<file path="config.mk">
export PLATFORM = sky130hd
export DESIGN_NAME = bcd_decrementor
export DESIGN_NICKNAME = d
export VERILOG_FILES = /design/src/rtl/bcd_pkg.sv /design/src/rtl/bcd_digit_dec.sv /design/src/rtl/bcd_decrementor.sv
export SDC_FILE = /design/constraint.sdc
export NUM_CORES = 1
export LEC_CHECK = 0
export ABC_AREA = 0
export CAP_MARGIN = 40
export CORE_MARGIN = 5
export CORE_UTILIZATION = 40
export CTS_CLUSTER_DIAMETER = 150
export CTS_CLUSTER_SIZE = 28
export DETAILED_ROUTE_END_ITERATION = 8
export PLACE_DENSITY = 0.68
export SKIP_LAST_GASP = 1
export SLEW_MARGIN = 40
export SYNTH_ARGS = -nofsm -noshare
export SYNTH_HDL_FRONTEND = slang
export SYNTH_SLANG_ARGS = --single-unit
</file>
<file path="constraint.sdc">
create_clock -name clk -period 3.8 [get_ports clk]
set_clock_uncertainty 0.2 [all_clocks]
set_input_delay 0.57 -clock clk [delete_from_list [all_inputs] [get_ports clk]]
set_output_delay 0.57 -clock clk [all_outputs]
set_load 0.02 [all_outputs]
</file>
<file path="src/rtl/bcd_pkg.sv">
// Shared types and helpers for the three-digit BCD down-counter.
package bcd_pkg;

    typedef logic [3:0] bcd_digit_t;

    localparam bcd_digit_t BCD_MAX = 4'd9;

    typedef enum logic [1:0] {
        ST_IDLE = 2'd0,
        ST_RUN  = 2'd1,
        ST_DONE = 2'd2
    } state_t;

    // True when every nibble of a packed three-digit value is a legal BCD digit.
    function automatic logic is_bcd(input logic [11:0] value);
        return (value[11:8] <= BCD_MAX) && (value[7:4] <= BCD_MAX) && (value[3:0] <= BCD_MAX);
    endfunction

endpackage

</file>
<file path="src/rtl/bcd_digit_dec.sv">
// One BCD digit of the borrow chain: subtracts borrow_in, wrapping 0 to 9.
module bcd_digit_dec
    import bcd_pkg::*;
(
    input  bcd_digit_t digit,
    input  logic       borrow_in,
    output bcd_digit_t digit_out,
    output logic       borrow_out
);

    always_comb begin
        digit_out  = digit;
        borrow_out = 1'b0;
        if (borrow_in) begin
            if (digit == 4'd0) begin
                digit_out  = BCD_MAX;
                borrow_out = 1'b1;
            end else begin
                digit_out  = digit - 4'd1;
            end
        end
    end

endmodule

</file>
<file path="src/rtl/bcd_decrementor.sv">
// Three-digit BCD down-counter with load, optional auto-reload and sticky
// invalid-load flag.
module bcd_decrementor
    import bcd_pkg::*;
#(
    parameter bit RELOAD = 1'b0
) (
    input  logic        clk,
    input  logic        reset,
    input  logic        load,
    input  logic [11:0] bcd_in,
    input  logic        tick,
    output logic [3:0]  digit0,
    output logic [3:0]  digit1,
    output logic [3:0]  digit2,
    output logic        busy,
    output logic        done,
    output logic        err
);

    state_t      state;
    logic [11:0] reload_val;

    bcd_digit_t  dec0, dec1, dec2;
    logic        borrow0, borrow1, borrow2;
    logic        at_one;
    logic        load_ok;

    // Units always receive the borrow; the chain yields count-1 every cycle.
    bcd_digit_dec u_dec0 (
        .digit     (digit0),
        .borrow_in (1'b1),
        .digit_out (dec0),
        .borrow_out(borrow0)
    );

    bcd_digit_dec u_dec1 (
        .digit     (digit1),
        .borrow_in (borrow0),
        .digit_out (dec1),
        .borrow_out(borrow1)
    );

    bcd_digit_dec u_dec2 (
        .digit     (digit2),
        .borrow_in (borrow1),
        .digit_out (dec2),
        .borrow_out(borrow2)
    );

    assign at_one  = ({digit2, digit1, digit0} == 12'h001);
    assign load_ok = is_bcd(bcd_in);

    always_ff @(posedge clk or posedge reset) begin
        if (reset) begin
            state      <= ST_IDLE;
            digit0     <= 4'd0;
            digit1     <= 4'd0;
            digit2     <= 4'd0;
            reload_val <= 12'h000;
            err        <= 1'b0;
        end else if (load) begin
            if (load_ok) begin
                {digit2, digit1, digit0} <= bcd_in;
                reload_val               <= bcd_in;
                err                      <= 1'b0;
                state                    <= (bcd_in != 12'h000) ? ST_RUN : ST_DONE;
            end else begin
                {digit2, digit1, digit0} <= 12'h000;
                err                      <= 1'b1;
                state                    <= ST_IDLE;
            end
        end else if (tick && state == ST_RUN) begin
            if (at_one) begin
                if (RELOAD) begin
                    {digit2, digit1, digit0} <= reload_val;
                    state                    <= (reload_val != 12'h000) ? ST_RUN : ST_DONE;
                end else begin
                    {digit2, digit1, digit0} <= 12'h000;
                    state                    <= ST_DONE;
                end
            end else if (!borrow2) begin
                // A borrow out of hundreds means 000; never wrap to 999.
                digit0 <= dec0;
                digit1 <= dec1;
                digit2 <= dec2;
            end
        end
    end

    assign busy = (state == ST_RUN);
    assign done = (state == ST_DONE);

endmodule

</file>
==> run summary, run 1 <==
The proportion of synthesized area in mux cells is 8.53%, and the starting density of the core is 41.3%. For this run, the detailed router's first-pass iteration total came to 5. For this run, the share of the core covered by cells in the final layout is 53.8%.

The run gives 55.2% as the headroom to the max-slew limit. The setup path with the least slack is of type reg -> reg. The min-delay analysis places its worst path in the category reg -> reg. For the initial antenna violation count, the log shows 0. The dominant combinational cell family by area after synthesis is compound AO/OA/AOI/OAI gates.

In this run, synthesis inferred 0 flip-flops with an integrated enable. For the global-route wire length before repair, the log shows 5040 um. The compound-gate portion of the synthesized area was 25.2%; the part of the cycle the worst path needs was 67.2%. After routing, the total negative slack on setup checks comes to 0 ns. The run gives 1 as the H-tree level count. The number of vias in the routed layout was 1049.

The floorplan die height works out to 63.1 um. The run gives 40 as the number of distinct library cells after synthesis. A synthesized cell averages 9.34 um2.

The post-synthesis cell count was 121; the net count after synthesis was 143. The worst setup path is launched from a flip-flop. In the final routed layout, each cell accounts on average for 16.4 um. The warning count from the yosys run is 0. The run gives 2310 um as the total half-perimeter wirelength after legalization and detailed placement. TritonCTS built the clock tree. For the data required time of the worst path, the log shows 3.77 ns.

The die covers 3990 um2. Setup repair after global routing left no endpoint under its margin. The number of sinks driven by the clock tree is 15. For this run, the leading register cell type out of synthesis is sky130_fd_sc_hd__dfrtp_1. The buffer depth of the longest clock path is 2.

For the final global-route overflow total, the log shows 0. The clock period minus final worst setup slack came out at 2.55 ns. The flow ran to the end, and the final reports show no timing, DRC or antenna violations. The routed design has 2980 um of wire.

The number of placed I/O pins is 31. Slew at the pin closest to its max-slew limit: 0.667 ns. Dividing the detail-routed via count by the number of cells gives 5.76. The capturing element type of the critical path was a flip-flop. Setup violations remaining at the end of the flow were counted as 0.

The congestion estimate from routability-driven global placement came to 0.875. The fraction of the mapped netlist area in simple logic gates works out to 20.6%. The run gives 40 as the violation count after the first detailed-routing iteration. Along the worst path, the maximum fanout reaches 5. Timing would allow up to 392 MHz. The logs give 1130 um2 for the post-synthesis cell area and 0 for the remaining design rule violation count. The share of post-route cells with drive strength above 1 is 7.95%, and the count of inserted antenna diode cells is 0. The logs give 16 for the maximum number of pins on one net before global-route repair and 0 for the final hold violation count. After clock tree synthesis, the clock-pin slew on the worst setup and hold paths is 0.08 ns.

The logs give 0 for the post-cts gate resize count and 0.622 nW for the leakage component of the power. The core area is 2730 um2, and the reported max-cap violation count is 0. Sequential element share of the synthesized area: 33.2%. Endpoint arrival time on the critical path: 2.52 ns. From synthesis to final layout, the design area changed by 30.2%. The number of max-slew violations in the final report was 0. In this run the horizontal extent of the chip is 63.1 um. The all-layer global routing usage was 15.4%. The synthesized flop and latch total is 15, and the power density over the cells is 696 nW/um2. The worst-case IR drop observed on VDD is 0.417 mV. After the last flow step, the layout net total stands at 174. The total CTS buffers was 3.

The buffer count from post-CTS setup fixing was 0. For the number of global-route vias before repair, the log shows 991. The number of hold buffers added after CTS was 0. The tools report the later-pin clock latency in the skew report as 0.28 ns.

After Yosys synthesis, full adders, half adders and majority gates account for 6.64% of the synthesized area. The port buffer count was 30; the share of flip-flops with an asynchronous set or reset after synthesis was 100%. CTS placed an instance of sky130_fd_sc_hd__clkbuf_4 at the clock tree root.

Count of standard-cell rows: 19. The xor/xnor share of the synthesized area was 0%; the residual antenna-violating net count after detailed routing was 0.
-- sequential cells by signal (all words and copies together), names as in the netlist --
signal,count
digit2,4
err,1
state,2
digit0,4
digit1,4
-- cell usage after synthesis (2+ instances only) --
| library cell | instances | area share, % |
|---|---|---|
| sky130_fd_sc_hd__a21oi_1 | 2 | 0.89 |
| sky130_fd_sc_hd__a22o_1 | 2 | 1.6 |
| sky130_fd_sc_hd__a22oi_1 | 6 | 4.0 |
| sky130_fd_sc_hd__a32o_1 | 2 | 1.8 |
| sky130_fd_sc_hd__dfrtp_1 | 15 | 33 |
| sky130_fd_sc_hd__ha_1 | 6 | 6.6 |
| sky130_fd_sc_hd__inv_1 | 11 | 3.7 |
| sky130_fd_sc_hd__mux2i_1 | 7 | 6.2 |
| sky130_fd_sc_hd__nand2_1 | 8 | 2.7 |
| sky130_fd_sc_hd__nand3_1 | 2 | 0.89 |
| sky130_fd_sc_hd__nand4_1 | 2 | 1.1 |
| sky130_fd_sc_hd__nor2_1 | 6 | 2.0 |
| sky130_fd_sc_hd__nor2b_1 | 4 | 2.2 |
| sky130_fd_sc_hd__nor3_1 | 4 | 1.8 |
| sky130_fd_sc_hd__nor3b_1 | 2 | 1.3 |
| sky130_fd_sc_hd__nor4_1 | 4 | 2.2 |
| sky130_fd_sc_hd__o21ai_0 | 6 | 2.7 |
| sky130_fd_sc_hd__o21ba_2 | 3 | 2.7 |
| sky130_fd_sc_hd__o31ai_1 | 6 | 4.0 |
| sky130_fd_sc_hd__or3b_2 | 3 | 2.3 |
-- per-layer routing --
metal	GRT usage (%)	wire length [um]	vias up
met2	24.5	1420	34
li1	-	-	518
met5	0	0	-
met3	3.20	148	2
met4	3.18	13	0
met1	21.6	1390	495
-- worst max-delay path, stage by stage (launching register included) --
cell and delay [ns]:
sky130_fd_sc_hd__dfrtp_1 0.43, sky130_fd_sc_hd__inv_1 0.12, sky130_fd_sc_hd__ha_1 0.19, sky130_fd_sc_hd__nor3b_1 0.42, sky130_fd_sc_hd__nand2_1 0.11, sky130_fd_sc_hd__a211oi_1 0.57
sky130_fd_sc_hd__mux2_2 0.40
-- cell type report --
| type | instances | area, um2 |
|---|---|---|
| Inverter | 11 | 41.3 |
| Fill cell | 258 | 1260 |
| Tap cell | 31 | 38.8 |
| Clock buffer | 4 | 26.3 |
| Sequential cell | 15 | 375 |
| Multi-Input combinational cell | 91 | 689 |
| Timing Repair Buffer | 30 | 300 |
-- where the power goes --
group	internal, W	total [W]	switching, W
combinational	0.000305	0.000615	0.000310
sequential	0.000218	0.000316	0.0000981
clock	0.0000407	0.0000920	0.0000513
-- cell families (layout without fill, tap and decap cells) --
kind of cell / count (synthesis) / in the layout
AND/OR/NAND/NOR: 41 / 41
AO/OA/AOI/OAI: 35 / 35
flip-flops: 15 / 15
buffers and inverters: 15 / 45
multiplexers: 9 / 9
adder cells (fa/ha/maj): 6 / 6
-- worst paths after layout --
kind / depth (start not counted) / endpoint / from / slack, ns
min: 2 / err / err / 0.30
min reg2reg: 2 / err / err / 0.30
max: 6 / digit1[3] / digit1[0] / 1.25
max in group asynchronous: 2 / digit0[0] / reset / 2.58
max reg2reg: 6 / digit1[3] / digit1[0] / 1.25
min in group asynchronous: 2 / digit2[0] / reset / 0.43
-- metrics by stage --
| step | power, W | hold slack [ns] | instances | area [um2] | worst slack, ns |
|---|---|---|---|---|---|
| 6_report | 0.00102 | 0.303 | 182 | 1470 | 1.25 |
| 5_1_grt | 0.00111 | 0.348 | 182 | 1470 | 1.13 |
| 4_1_cts | 0.00102 | 0.310 | 182 | 1470 | 1.25 |
| 3_5_place_dp | 0.000929 | 0.290 | 178 | 1450 | 1.18 |
| 3_3_place_gp | 0.000923 | 0.285 | 178 | 1450 | 1.23 |
| 2_1_floorplan | 0.000697 | 0.271 | 121 | 1130 | 1.36 |
-- placed cells by master (no fill, tap or decap), drive strengths merged --
| cell type | instances |
|---|---|
| a211o | 1 |
| a211oi | 1 |
| a21oi | 2 |
| a22o | 2 |
| a22oi | 6 |
| a2bb2oi | 1 |
| a32o | 2 |
| a32oi | 1 |
| and2 | 1 |
| and3b | 1 |
| and4 | 1 |
| clkbuf | 4 |
| clkdlybuf4s50 | 30 |
| dfrtp | 15 |
| ha | 6 |
| inv | 11 |
| mux2 | 2 |
| mux2i | 7 |
| nand2 | 8 |
| nand2b | 1 |
| nand3 | 2 |
| nand3b | 1 |
| nand4 | 2 |
| nor2 | 6 |
| nor2b | 4 |
| nor3 | 4 |
| nor3b | 2 |
| nor4 | 4 |
| o21ai | 6 |
| o21ba | 3 |
| o311ai | 1 |
| o31a | 1 |
| o31ai | 6 |
| o41ai | 2 |
| or3b | 4 |
No activity file was read; power rests on OpenSTA's default activity.
==> run 2: changes to the inputs <==
- clock period: 3.8 -> 2.55 ns (I/O delays scaled with it)
==> run 2 against run 1 <==
Effect of this change:
- global-route usage grew 1.8 points
- sequential cell count is the same
- via count is 7.1% higher
- sequential share of layout area decreased by 0.96 points
- first-iteration DRC count rose by 45%
- register-to-register slack worse by 1.1 ns
- worst hold slack worse by 0.037 ns
- cell count up 3.3%
- die area unchanged
- clock power increased by 57%
- critical path depth did not move
- largest cell class unchanged
==> run summary, run 2 (synthesis results as in run 1) <==
The run finished with clean final reports. The initial antenna violation count is 0 (unchanged). The timing-limited maximum frequency is 409 MHz (was 392 MHz), and the fraction of power consumed by the clock network is 9.0% (about the same). The later-pin clock latency in the skew report came out at 0.29 ns (was 0.28 ns). The number of vias per cell was 5.98 (was 5.76); the detailed-router iteration count before antenna repair was 4 (was 5). The tools report the final hold violation count as 0 (unchanged). Post-detailed-route wirelength per cell: 17.8 um (was 16.4 um). Setup repair after global routing could not meet its margin everywhere. The depth of the worst register-to-register path is 6 (unchanged), and the slew at the pin closest to its max-slew limit is 0.645 ns (was 0.667 ns). The run gives 41.3% (unchanged) as the starting density of the core. The all-layer global routing usage is 17.3% (was 15.4%). The layout filler cell count came out at 249 (was 258).

Most common library cell in the layout ignoring fill and taps: sky130_fd_sc_hd__clkdlybuf4s50_1 (unchanged). For the headroom to the max-slew limit, the log shows 57.0% (was 55.2%). The run gives 1124 (was 1049) as the number of vias in the routed layout. The post-layout instance area was 1530 um2 (was 1470 um2). The cell at the slowest stage of the critical path is sky130_fd_sc_hd__or3b_2 (was sky130_fd_sc_hd__a211oi_1).

Commonest cells after routing, fill and taps aside: sky130_fd_sc_hd__clkdlybuf4s50_1, sky130_fd_sc_hd__dfrtp_1, sky130_fd_sc_hd__inv_1 (unchanged). The worst min-delay path category was in -> async (was reg -> reg). The part of the cycle the worst path needs was 95.9% (was 67.2%). TritonCTS built the clock tree. The H-tree level count is 1 (unchanged), and the internal power summed over all cells is 0.000873 W (was 0.000564 W). The buffer depth of the longest clock path is 2 (unchanged). The share of the core filled with cells in the final layout is 55.9% (was 53.8%), and the peak per-stage delay on the critical path is 0.52 ns (was 0.57 ns). The logs give 375 um2 (unchanged) for the register area and 0 (unchanged) for the buffer count from post-CTS setup fixing.

The critical-path maximum fanout is 9 (was 5). The power density over the cells was 1050 nW/um2 (was 696 nW/um2); the final net count was 180 (was 174). The number of placed I/O pins is 31 (unchanged).

Count of hold-fix buffers inserted at cts: 0 (unchanged). The placer's final routability congestion estimate was 0.883 (was 0.875); the overall die area was 3990 um2 (unchanged). The number of sinks driven by the clock tree is 15 (unchanged), and the total CTS buffers is 3 (unchanged). The tools report the logic gate share of total power as 61.2% (was 60.1%).

The number of global-route vias before repair came out at 1094 (was 991). Proportion of power drawn by flip-flops and latches: 29.8% (was 30.9%). The count of standard-cell rows is 19 (unchanged), and the clock period minus final worst setup slack is 2.45 ns (was 2.55 ns).

For the final global-route overflow total, the log shows 0 (unchanged). The tools report the capturing element type of the critical path as a flip-flop (unchanged). The port buffer count is 30 (unchanged).

The layout overhead on the synthesized area is 35.3% (was 30.2%). The tools report the worst slack after detailed placement as 0.0995 ns (was 1.18 ns). Regs by FF count: digit0 x4, digit1 x4, digit2 x4 (unchanged). The logs give 0.655 nW (was 0.622 nW) for the leakage component of the power and 0.739 mV (was 0.417 mV) for the largest voltage drop on the vdd net. Total half-perimeter wirelength after legalization and detailed placement: 2540 um (was 2310 um). Post-cts gate resize count: 0 (unchanged). Standard cell area after detailed placement: 1490 um2 (was 1450 um2).

The number of max-slew violations in the final report was 0 (unchanged); the endpoint arrival time on the critical path was 2.43 ns (was 2.52 ns). The worst setup path category was reg -> reg (unchanged). The tools report the combined area of the multi-input logic cells as 702 um2 (was 689 um2). The origin of the critical flop-to-flop path was digit1[0] (unchanged). The floorplan die height was 63.1 um (unchanged); the floorplan die width was 63.1 um (unchanged). The count of inserted antenna diode cells is 0 (unchanged). The share of post-route cells with drive strength above 1 works out to 12.7% (was 7.95%).

Category of the worst setup path launch point: a flip-flop (unchanged). Worst path cell trace: inv_1 > ha_1 > or3b_2 > o31a_1 > a22o_1 > mux2_2 (was inv_1 > ha_1 > nor3b_1 > nand2_1 > a211oi_1 > mux2_2). The violation count after the first detailed-routing iteration came out at 58 (was 40).

The logs give 5510 um (was 5040 um) for the global-route wire length before repair and 3350 um (was 2980 um) for the final wirelength. Endpoint of the lowest-slack register-to-register path: digit1[3] (unchanged). The total buffers and inverters traversed by the critical path is 1 (unchanged), and the clock transition at the register clock pins on the worst setup and hold paths after CTS is 0.09 ns (was 0.08 ns). The register-to-register path setup slack was 0.10 ns (was 1.25 ns); the net switching power figure was 0.000727 W (was 0.000459 W). The setup violation total in the final timing report is 0 (unchanged). The fraction of power spent switching nets is 45.4% (was 44.9%).

The total power consumption of the routed design was 0.00160 W (was 0.00102 W); the core area was 2730 um2 (unchanged). The smallest setup slack after layout came out at 0.105 ns (was 1.25 ns). Cell family contributing the most delay on the critical path: compound AO/OA/AOI/OAI gates (unchanged). The buffer type at the clock tree root is sky130_fd_sc_hd__clkbuf_4 (unchanged). The reported max-cap violation count came out at 0 (unchanged). The residual antenna-violating net count after detailed routing was 0 (unchanged); the data required time of the worst path was 2.54 ns (was 3.77 ns). The maximum number of pins on one net before global-route repair was 16 (unchanged); the remaining design rule violation count was 0 (unchanged).
[run 2: power groups by stage]
stage          Sequential [W]  Clock, W  Combinational, W
2_1_floorplan        0.000538         0          0.000501
3_3_place_gp         0.000468         0          0.000946
3_5_place_dp         0.000476         0          0.000960
4_1_cts              0.000471  0.000149          0.000968
5_1_grt              0.000497  0.000160           0.00105
6_report             0.000477  0.000144          0.000979
[run 2: how the worst max path moves through the flow]
stage                      endpoint  slack [ns]      start  cells past startpoint
after floorplan           digit2[3]        0.11  digit2[0]                      7
after global placement    digit1[3]        0.16  digit1[1]                      6
after detailed placement  digit1[3]         0.1  digit1[1]                      6
after CTS                 digit0[0]        0.07  digit1[1]                      6
after global routing      digit2[3]      -0.001  digit1[0]                      6
final                     digit1[3]        0.10  digit1[0]                      6
[run 2: layout make-up]
class | instances | area share (%)
sequential | 15 | 24.5
clock buffer | 4 | 1.72
timing repair buffer | 36 | 22.6
tap | 31 | 2.54
inverter | 11 | 2.70
multi-input combinational | 91 | 45.9
[run 2: per-stage QoR]
stage          hold slack, ns  TNS [ns]  cells
4_1_cts                 0.279         0    188
3_3_place_gp            0.283         0    184
2_1_floorplan          0.0840         0    121
3_5_place_dp            0.294         0    184
5_1_grt                 0.310  -0.00133    188
6_report                0.266         0    188
[run 2: per-layer routing]
layer  vias to the layer above  global-route usage, %  routed length [um]
li1                        531                      -                   -
met5                         -                      0                   0
met1                       541                   21.4                1460
met4                         0                   4.51                  23
met2                        48                   29.2                1680
met3                         4                   4.80                 185
